## src/rtl/core_defs.sv

```systemverilog
// Shared core definitions: redirect FSM state encoding, flush counter width,
// and the default interrupt vector, plus a vector-selection helper.
package core_defs;

  // Flush counter width; wide enough for the full legal FLUSH_CYCLES range (1..7).
  localparam int unsigned FLUSH_CNT_W = 3;

  typedef logic [1:0] rc_state_t;

  localparam rc_state_t ST_IDLE      = 2'd0;
  localparam rc_state_t ST_FLUSH     = 2'd1;
  localparam rc_state_t ST_INT_ENTRY = 2'd2;

  localparam logic [31:0] INT_VEC_DEF_RST = 32'h0000_0004;

  // A zero interrupt address means "use the default vector".
  function automatic logic [31:0] pick_int_vec(input logic [31:0] addr,
                                               input logic [31:0] def_vec);
    return (addr == 32'h0) ? def_vec : addr;
  endfunction

endpackage

```

## src/rtl/redirect_ctrl.sv

```systemverilog
// redirect_ctrl: PC redirect / pipeline flush / interrupt entry controller.
//
// Taken branches and (optionally) interrupts become a registered one-cycle
// jump strobe with target, followed by a fixed-length pipeline flush. While
// idle, a stall request freezes the PC unless a redirect is requested.
//
// Optional feature: define REDIRECT_CTRL_INT_EN to enable the interrupt path.
// Without it, int_req_i/int_addr_i/pc_i are ignored and int_ack_o/int_epc_o
// are tied low.
//
// Ports:
//   clk            - clock, rising edge
//   rst_n          - asynchronous active-low reset
//   pc_i           - PC of the instruction in execute (interrupt return PC)
//   ex_jump_en_i   - execute-stage branch/jump taken
//   ex_jump_addr_i - branch/jump target
//   hold_req_i     - load-use / bus stall request
//   int_req_i      - level interrupt request, held until int_ack_o
//   int_addr_i     - interrupt vector (0 selects INT_VEC_DEF)
//   jump_en_o      - registered one-cycle PC redirect strobe
//   jump_addr_o    - registered redirect target, holds last value
//   hold_pc_o      - combinational freeze of PC and IF/ID
//   flush_o        - registered squash of IF/ID/EX
//   int_ack_o      - one-cycle interrupt acceptance pulse
//   int_epc_o      - return PC captured at interrupt entry
module redirect_ctrl
  import core_defs::*;
#(
  parameter int unsigned FLUSH_CYCLES = 2,
  parameter logic [31:0] INT_VEC_DEF  = INT_VEC_DEF_RST
) (
  input  logic        clk,
  input  logic        rst_n,
  input  logic [31:0] pc_i,
  input  logic        ex_jump_en_i,
  input  logic [31:0] ex_jump_addr_i,
  input  logic        hold_req_i,
  input  logic        int_req_i,
  input  logic [31:0] int_addr_i,
  output logic        jump_en_o,
  output logic [31:0] jump_addr_o,
  output logic        hold_pc_o,
  output logic        flush_o,
  output logic        int_ack_o,
  output logic [31:0] int_epc_o
);

  localparam logic [FLUSH_CNT_W-1:0] FlushLoad = FLUSH_CNT_W'(FLUSH_CYCLES - 1);

  rc_state_t              state_q, state_d;
  logic [FLUSH_CNT_W-1:0] cnt_q, cnt_d;
  logic                   jump_en_q, jump_en_d;
  logic [31:0]            jump_addr_q, jump_addr_d;
  logic                   flush_q, flush_d;
  logic                   int_req_eff;

`ifdef REDIRECT_CTRL_INT_EN
  logic        int_ack_q, int_ack_d;
  logic [31:0] int_epc_q, int_epc_d;

  assign int_req_eff = int_req_i;
`else
  logic [31:0] unused_int;

  assign int_req_eff = 1'b0;
  assign unused_int  = {31'h0, int_req_i} ^ int_addr_i ^ pc_i ^ INT_VEC_DEF;
`endif

  // Any redirect request wins over a stall; stalls only apply while idle.
  assign hold_pc_o = hold_req_i & (state_q == ST_IDLE) & ~ex_jump_en_i & ~int_req_eff;

  always_comb begin
    state_d     = state_q;
    cnt_d       = cnt_q;
    jump_en_d   = 1'b0;
    jump_addr_d = jump_addr_q;
`ifdef REDIRECT_CTRL_INT_EN
    int_ack_d   = 1'b0;
    int_epc_d   = int_epc_q;
`endif

    case (state_q)
      ST_IDLE: begin
        // Branch has priority; a held interrupt is taken once we are idle again.
        if (ex_jump_en_i) begin
          jump_en_d   = 1'b1;
          jump_addr_d = ex_jump_addr_i;
          state_d     = ST_FLUSH;
          cnt_d       = FlushLoad;
        end
`ifdef REDIRECT_CTRL_INT_EN
        else if (int_req_i) begin
          jump_en_d   = 1'b1;
          jump_addr_d = pick_int_vec(int_addr_i, INT_VEC_DEF);
          int_ack_d   = 1'b1;
          int_epc_d   = pc_i;
          state_d     = ST_INT_ENTRY;
        end
`endif
      end

      ST_FLUSH: begin
        if (cnt_q == '0) begin
          state_d = ST_IDLE;
        end else begin
          cnt_d = cnt_q - FLUSH_CNT_W'(1);
        end
      end

`ifdef REDIRECT_CTRL_INT_EN
      // One extra flush cycle for interrupt entry before the normal flush.
      ST_INT_ENTRY: begin
        state_d = ST_FLUSH;
        cnt_d   = FlushLoad;
      end
`endif

      default: state_d = ST_IDLE;
    endcase

    // Flush is asserted for every cycle spent outside IDLE.
    flush_d = (state_d != ST_IDLE);
  end

  always_ff @(posedge clk or negedge rst_n) begin
    if (!rst_n) begin
      state_q     <= ST_IDLE;
      cnt_q       <= '0;
      jump_en_q   <= 1'b0;
      jump_addr_q <= 32'h0;
      flush_q     <= 1'b0;
    end else begin
      state_q     <= state_d;
      cnt_q       <= cnt_d;
      jump_en_q   <= jump_en_d;
      jump_addr_q <= jump_addr_d;
      flush_q     <= flush_d;
    end
  end

`ifdef REDIRECT_CTRL_INT_EN
  always_ff @(posedge clk or negedge rst_n) begin
    if (!rst_n) begin
      int_ack_q <= 1'b0;
      int_epc_q <= 32'h0;
    end else begin
      int_ack_q <= int_ack_d;
      int_epc_q <= int_epc_d;
    end
  end

  assign int_ack_o = int_ack_q;
  assign int_epc_o = int_epc_q;
`else
  assign int_ack_o = 1'b0;
  assign int_epc_o = 32'h0;
`endif

  assign jump_en_o   = jump_en_q;
  assign jump_addr_o = jump_addr_q;
  assign flush_o     = flush_q;

endmodule

```

## config.mk

```make
export PLATFORM = sky130hd
export DESIGN_NAME = redirect_ctrl
export DESIGN_NICKNAME = d
export VERILOG_FILES = /design/src/rtl/core_defs.sv /design/src/rtl/redirect_ctrl.sv
export SDC_FILE = /design/constraint.sdc
export NUM_CORES = 1
export LEC_CHECK = 0
export ABC_AREA = 1
export BUFFER_PORTS_ARGS = -buffer_cell sky130_fd_sc_hd__buf_4
export CORE_MARGIN = 3
export CORE_UTILIZATION = 37
export CTS_CLUSTER_DIAMETER = 40
export DETAILED_ROUTE_END_ITERATION = 6
export GPL_TIMING_DRIVEN = 0
export PLACE_DENSITY = 0.81
export SLEW_MARGIN = 15
export SYNTH_ARGS = -nofsm -noshare
export SYNTH_HDL_FRONTEND = slang
export SYNTH_SLANG_ARGS = --single-unit
```

## constraint.sdc

```tcl
create_clock -name clk -period 1.35 [get_ports clk]
set_input_delay 0.0675 -clock clk [delete_from_list [all_inputs] [get_ports clk]]
set_output_delay 0.0675 -clock clk [all_outputs]
set_load 0.02 [all_outputs]
```

Yosys cells after proc, flatten, opt, wreduce, memory -nomap -nowiden
Cells that the tools add are included.

word-level totals
  register bits = 39
  bits in latches = 0
  RAM bits = 0
  memory bits (read-only) = 0
  input bits = 101
  output and inout port bits = 68
  word-level logic and storage cells = 26
  memories = 0

operators by class
  add/sub/neg operators = 1
  $mul = 0
  div/mod/pow operators = 0
  $lt $le $gt $ge = 0
  eq/ne operators = 3
  shift operators = 0
  multiplexer cells = 8
  bitwise logic cells = 3
  reductions and logical operators = 6

operator list
  kind                   count
  $mux W3                2
  $pmux W3 S2            1
  $mux W2                2
  $ne A2 B2 Y1 const B   2
  $pmux W2 S2            1
  $reduce_bool A2 Y1     2
  $logic_not A3 Y1       1
  $reduce_and A3 Y1      1
  $sub A3 B1 Y3 const B  1
  $and A1 B1 Y1          2
  $eq A2 B1 Y1 const B   1
  $logic_not A2 Y1       1
  $mux W1                2
  $reduce_and A2 Y1      1
  $not A1 Y1             1

Logic depth before layout (Yosys ltp)
  depth after elaboration = 4
  mapped depth = 7
  gate-level depth less buffers = 7

Worst setup path after synthesis
Ideal clock, no wire load.

  path type = reg-to-reg
  from = reg cnt_q[0]
  to = reg cnt_q[0]
  setup time = 0.118 ns
  data arrival time = 1.089 ns
  required time = 1.232 ns
  setup slack = 0.144 ns
  cell stages (with the launch flop) = 8
  buffers on the path = 0
  period minus slack after synthesis = 1.206 ns
  cells stage by stage = dfrtp_1 -> inv_1 -> ha_1 -> ha_1 -> inv_1 -> nand3_1 -> nand3_1 -> nand2_1

on the way
  cells in the longest elaborated chain, start to end = 3
  elaborated cells between the ends (all ways) = 6
  classes of those cells = 1 x add/sub; 1 x eq/ne; 2 x mux; 2 x reduce/logical

ends and longest elaborated chain
  item                                               line                                        text
  from (decl)                                        redirect_ctrl.sv:51                         logic [FLUSH_CNT_W-1:0] cnt_q, cnt_d;
  from (signal assigned)                             redirect_ctrl.sv:134                        cnt_q <= cnt_d;
  $sub A3 B1 Y3 or $logic_not A3 Y1 (tied branches)  redirect_ctrl.sv:106, redirect_ctrl.sv:103
  $mux W3 or $ne A2 B2 Y1 (tied branches)            --
  $pmux W3 S2 or $reduce_and A3 Y1 (tied branches)   --

Parallel ways exist; a longest one is shown, timed or not. The select of a mux whose other input is x is not followed.
A chain may end at the register's enable or synchronous reset.

Final worst setup path
  from = reg state_q[0]
  to = out hold_pc_o

on the way
  cells in the longest elaborated chain, start to end = 3

ends and longest elaborated chain
  item                        line                  text
  from (decl)                 redirect_ctrl.sv:50   rc_state_t state_q, state_d;
  from (signal assigned)      redirect_ctrl.sv:133  state_q <= state_d;
  $logic_not A2 Y1            redirect_ctrl.sv:70   assign hold_pc_o = hold_req_i & (state_q == ST_IDLE) & ~ex_jump_en_i & ~int_req_eff;
  $and A1 B1 Y1 (2 in a row)  redirect_ctrl.sv:70
  to (decl)                   redirect_ctrl.sv:42   output logic hold_pc_o,

Every way passes these cells.

==> results.toml <==
[drt]
vias_per_cell = 4.12
wl_per_cell_microns = 11.5
vias = 1714
drc = 0
drt_iter0_drc = 70
drtPass1Iterations = 4
ant_nets = 0
drt-total-wl_microns = 4790

[synthesis]
synth_top_family_by_area = "simple AND/OR/NAND/NOR gates"
netlist_instances = 206
ys_warn_count = 0
synthXorXnorAreaFrac = 0
synthMuxAreaShare = 0
synth_seq_cells = 39
syn_avg_cell_area_sq_um = 8.79
ys_seq_area_frac = 0.539
synth-compound-area-share = 0.00276
synth_area_sq_mm = 0.00181
ys_types = 14
synthSimpleGateAreaFrac = 0.246
synth_fa_ha_area_frac = 0.0138

[setup_path]
endpoint_kind = "output port"
reg2regPathDepth = 7
worstSetupPathType = "reg2out"
crit-reg2reg-capture = "cnt_q[0]$_DFFE_PN0P_"
worst_setup_path_start_kind = "flop"
critical_path.max_stage_delay_ps = 440
worstPathMaxFanout = 3
crit_slowest_cell = "dfrtp_2"
required_ps = 1280
regToRegStartpoint = "cnt_q[0]$_DFFE_PN0P_"
r2r_setup_slack_ps = 120
path_cells = "nor2_4 > nand2_1 > nor2_1 > buf_4"
crit_arrival_ps = 1180

[die]
die_w_microns = 76.0
ios = 169
core_sq_mm = 0.00453
rows = 24
start_util = 0.400
die_area_sq_mm = 0.00577
dieHeight_microns = 76.0

[hold_path]
min-delay-start = "ex_jump_en_i"
whs_path_depth = 5
min_to = "cnt_q[0]$_DFFE_PN0P_"
hold_class = "in2reg"

[outcome]
outcome = "finished, final reports clean"

[grt]
grt_remaining_overflow = 0
grt_util_met1 = 0.170
grt_max_degree = 40
globalRouteMet3Util = 0.0520
grt_use_total = 0.168
antenna_found_initial = 0
grt_pass1_vias = 1761
grt.busiest_layer = "met2"
use_met2 = 0.325
grt_pass1_wl_microns = 7770

[cells_and_area]
seq_area_sq_um = 977
multi_input_area_sq_um = 623
final_common_cell = "buf_4"
mostFrequentLayoutCells = "buf_4 (105), nand2_1 (103), dfrtp_1 (38)"
fill_cells = 370
fin_util = 0.670
drive_gt1_frac = 0.359
area_growth_pct = 67.7
fin_nets = 453
diodes = 0

[power_and_ir_drop]
clkPwrFrac = 0.262
power_density_mw_per_mm2 = 1470
leakage_nw = 1.75
peakVddDrop_mv = 0.830
p_switching_w = 0.00151
p_comb_frac = 0.370
switching_share = 0.339
p_int_w = 0.00294
p_seq_frac = 0.369

[clock_network]
clock-sinks = 39
clock-root-buffer = "clkbuf_8"
clk_latency_ps = 290
cts_buffers = 5
htree_num_levels = 2
clk_pin_slew_ps = 80
cts_tree = "yes"
cts_max_path_buffers = 2

[sta]
maxSlewViolCount = 0
fin_crit_sh = 0.927
setup_viol_count_final = 0
final.setup.tns_ps = 0
clock.fmax_ghz = 0.799
fin_skew_ps = 4.36
period_needed_ps = 1250
hold_viol = 0
rsz0062_at_grt = "false"

[place]
numPortBuffers = 70
dpl.hpwl_microns = 3050
place.gp.congestion = 0.729

[run]
max-cap-violations = 0
## stage by stage
stage,cell area (sq um),power [W],hold WS (ps),instances,setup slack [ps]
6_report,3040,0.00445,149,416,98.7
5_1_grt,3040,0.00473,177,416,33.7
4_1_cts,3000,0.00443,0.670,414,22.6
3_5_place_dp,2540,0.00318,71.6,374,-28.8
3_3_place_gp,2540,0.00312,62.3,374,36.2
2_1_floorplan,1940,0.00254,-228,239,144
## cell usage after synthesis, drive strengths merged
cell	n	area, sq um
inv	9	33.8
nand4	2	12.5
nor2	2	10.0
dfrtp	39	976
conb	1	3.75
ha	2	25.0
nand3	6	30.0
nand2	104	393
buf	40	323
a21oi	1	5.00
## per-layer routing
layer / vias to the layer above / share of wire
met5: - / 0
met4: 0 / 0.016
met3: 8 / 0.079
met2: 81 / 0.54
met1: 788 / 0.37
li1: 837 / -
## registers in the layout (all words and copies together), names as in the netlist
| signal | count |
|---|---|
| jump_addr_o | 32 |
| jump_en_o | 1 |
| cnt_q | 3 |
| flush_o | 1 |
| state_q | 2 |
## kinds of logic (layout without fill, tap and decap cells)
kind of cell,count (synthesis),after routing
buf+inv,49,161
flops,39,39
other cells,1,34
simple gates,114,114
fa+ha+maj,2,2
compound gates,1,1
## area by class of cell
cell class,instances,share of cell area
Clock buffer,5,0.0227
Buffer,40,0.106
Sequential cell,39,0.322
Multi-Input combinational cell,151,0.205
Inverter,9,0.0111
Timing Repair Buffer,104,0.284
Tap cell,65,0.0268
Clock inverter,3,0.0222
## repair_timing
action | 4_1_cts | 5_1_grt
hold buffers | 32 | 1
buffers inserted | 0 | 1
resized for setup | 1 | 5
endpoints found under the hold margin | 70 | 1
endpoints found under the setup margin | 3 | 11
## worst max-delay path, delay by kind of cell, from the launching register on
kind,cells,cell delay [ps]
flip-flops,1,440
buffers and inverters,1,150
AND/OR/NAND/NOR,3,310
## power by group through the flow
stage | registers, W | clock network, W | logic (W)
6_report | 0.00164 | 0.00116 | 0.00165
5_1_grt | 0.00168 | 0.00124 | 0.00180
4_1_cts | 0.00164 | 0.00119 | 0.00160
3_5_place_dp | 0.00165 | 0 | 0.00153
3_3_place_gp | 0.00165 | 0 | 0.00147
2_1_floorplan | 0.00196 | 0 | 0.000579
## worst max path at each step
| stage | start | endpoint | slack (ps) | depth (start not counted) |
|---|---|---|---|---|
| floorplan | cnt_q[0]$_DFFE_PN0P_ | cnt_q[0]$_DFFE_PN0P_ | 140 | 7 |
| global placement | cnt_q[0]$_DFFE_PN0P_ | cnt_q[0]$_DFFE_PN0P_ | 40 | 7 |
| detailed placement | cnt_q[0]$_DFFE_PN0P_ | cnt_q[0]$_DFFE_PN0P_ | -30 | 7 |
| CTS | cnt_q[0]$_DFFE_PN0P_ | cnt_q[0]$_DFFE_PN0P_ | 20 | 7 |
| global route | state_q[0]$_DFF_PN0_ | hold_pc_o | 30 | 4 |
| finish | state_q[0]$_DFF_PN0_ | hold_pc_o | 100 | 4 |
Note: power is estimated with default switching activity, not from simulation.
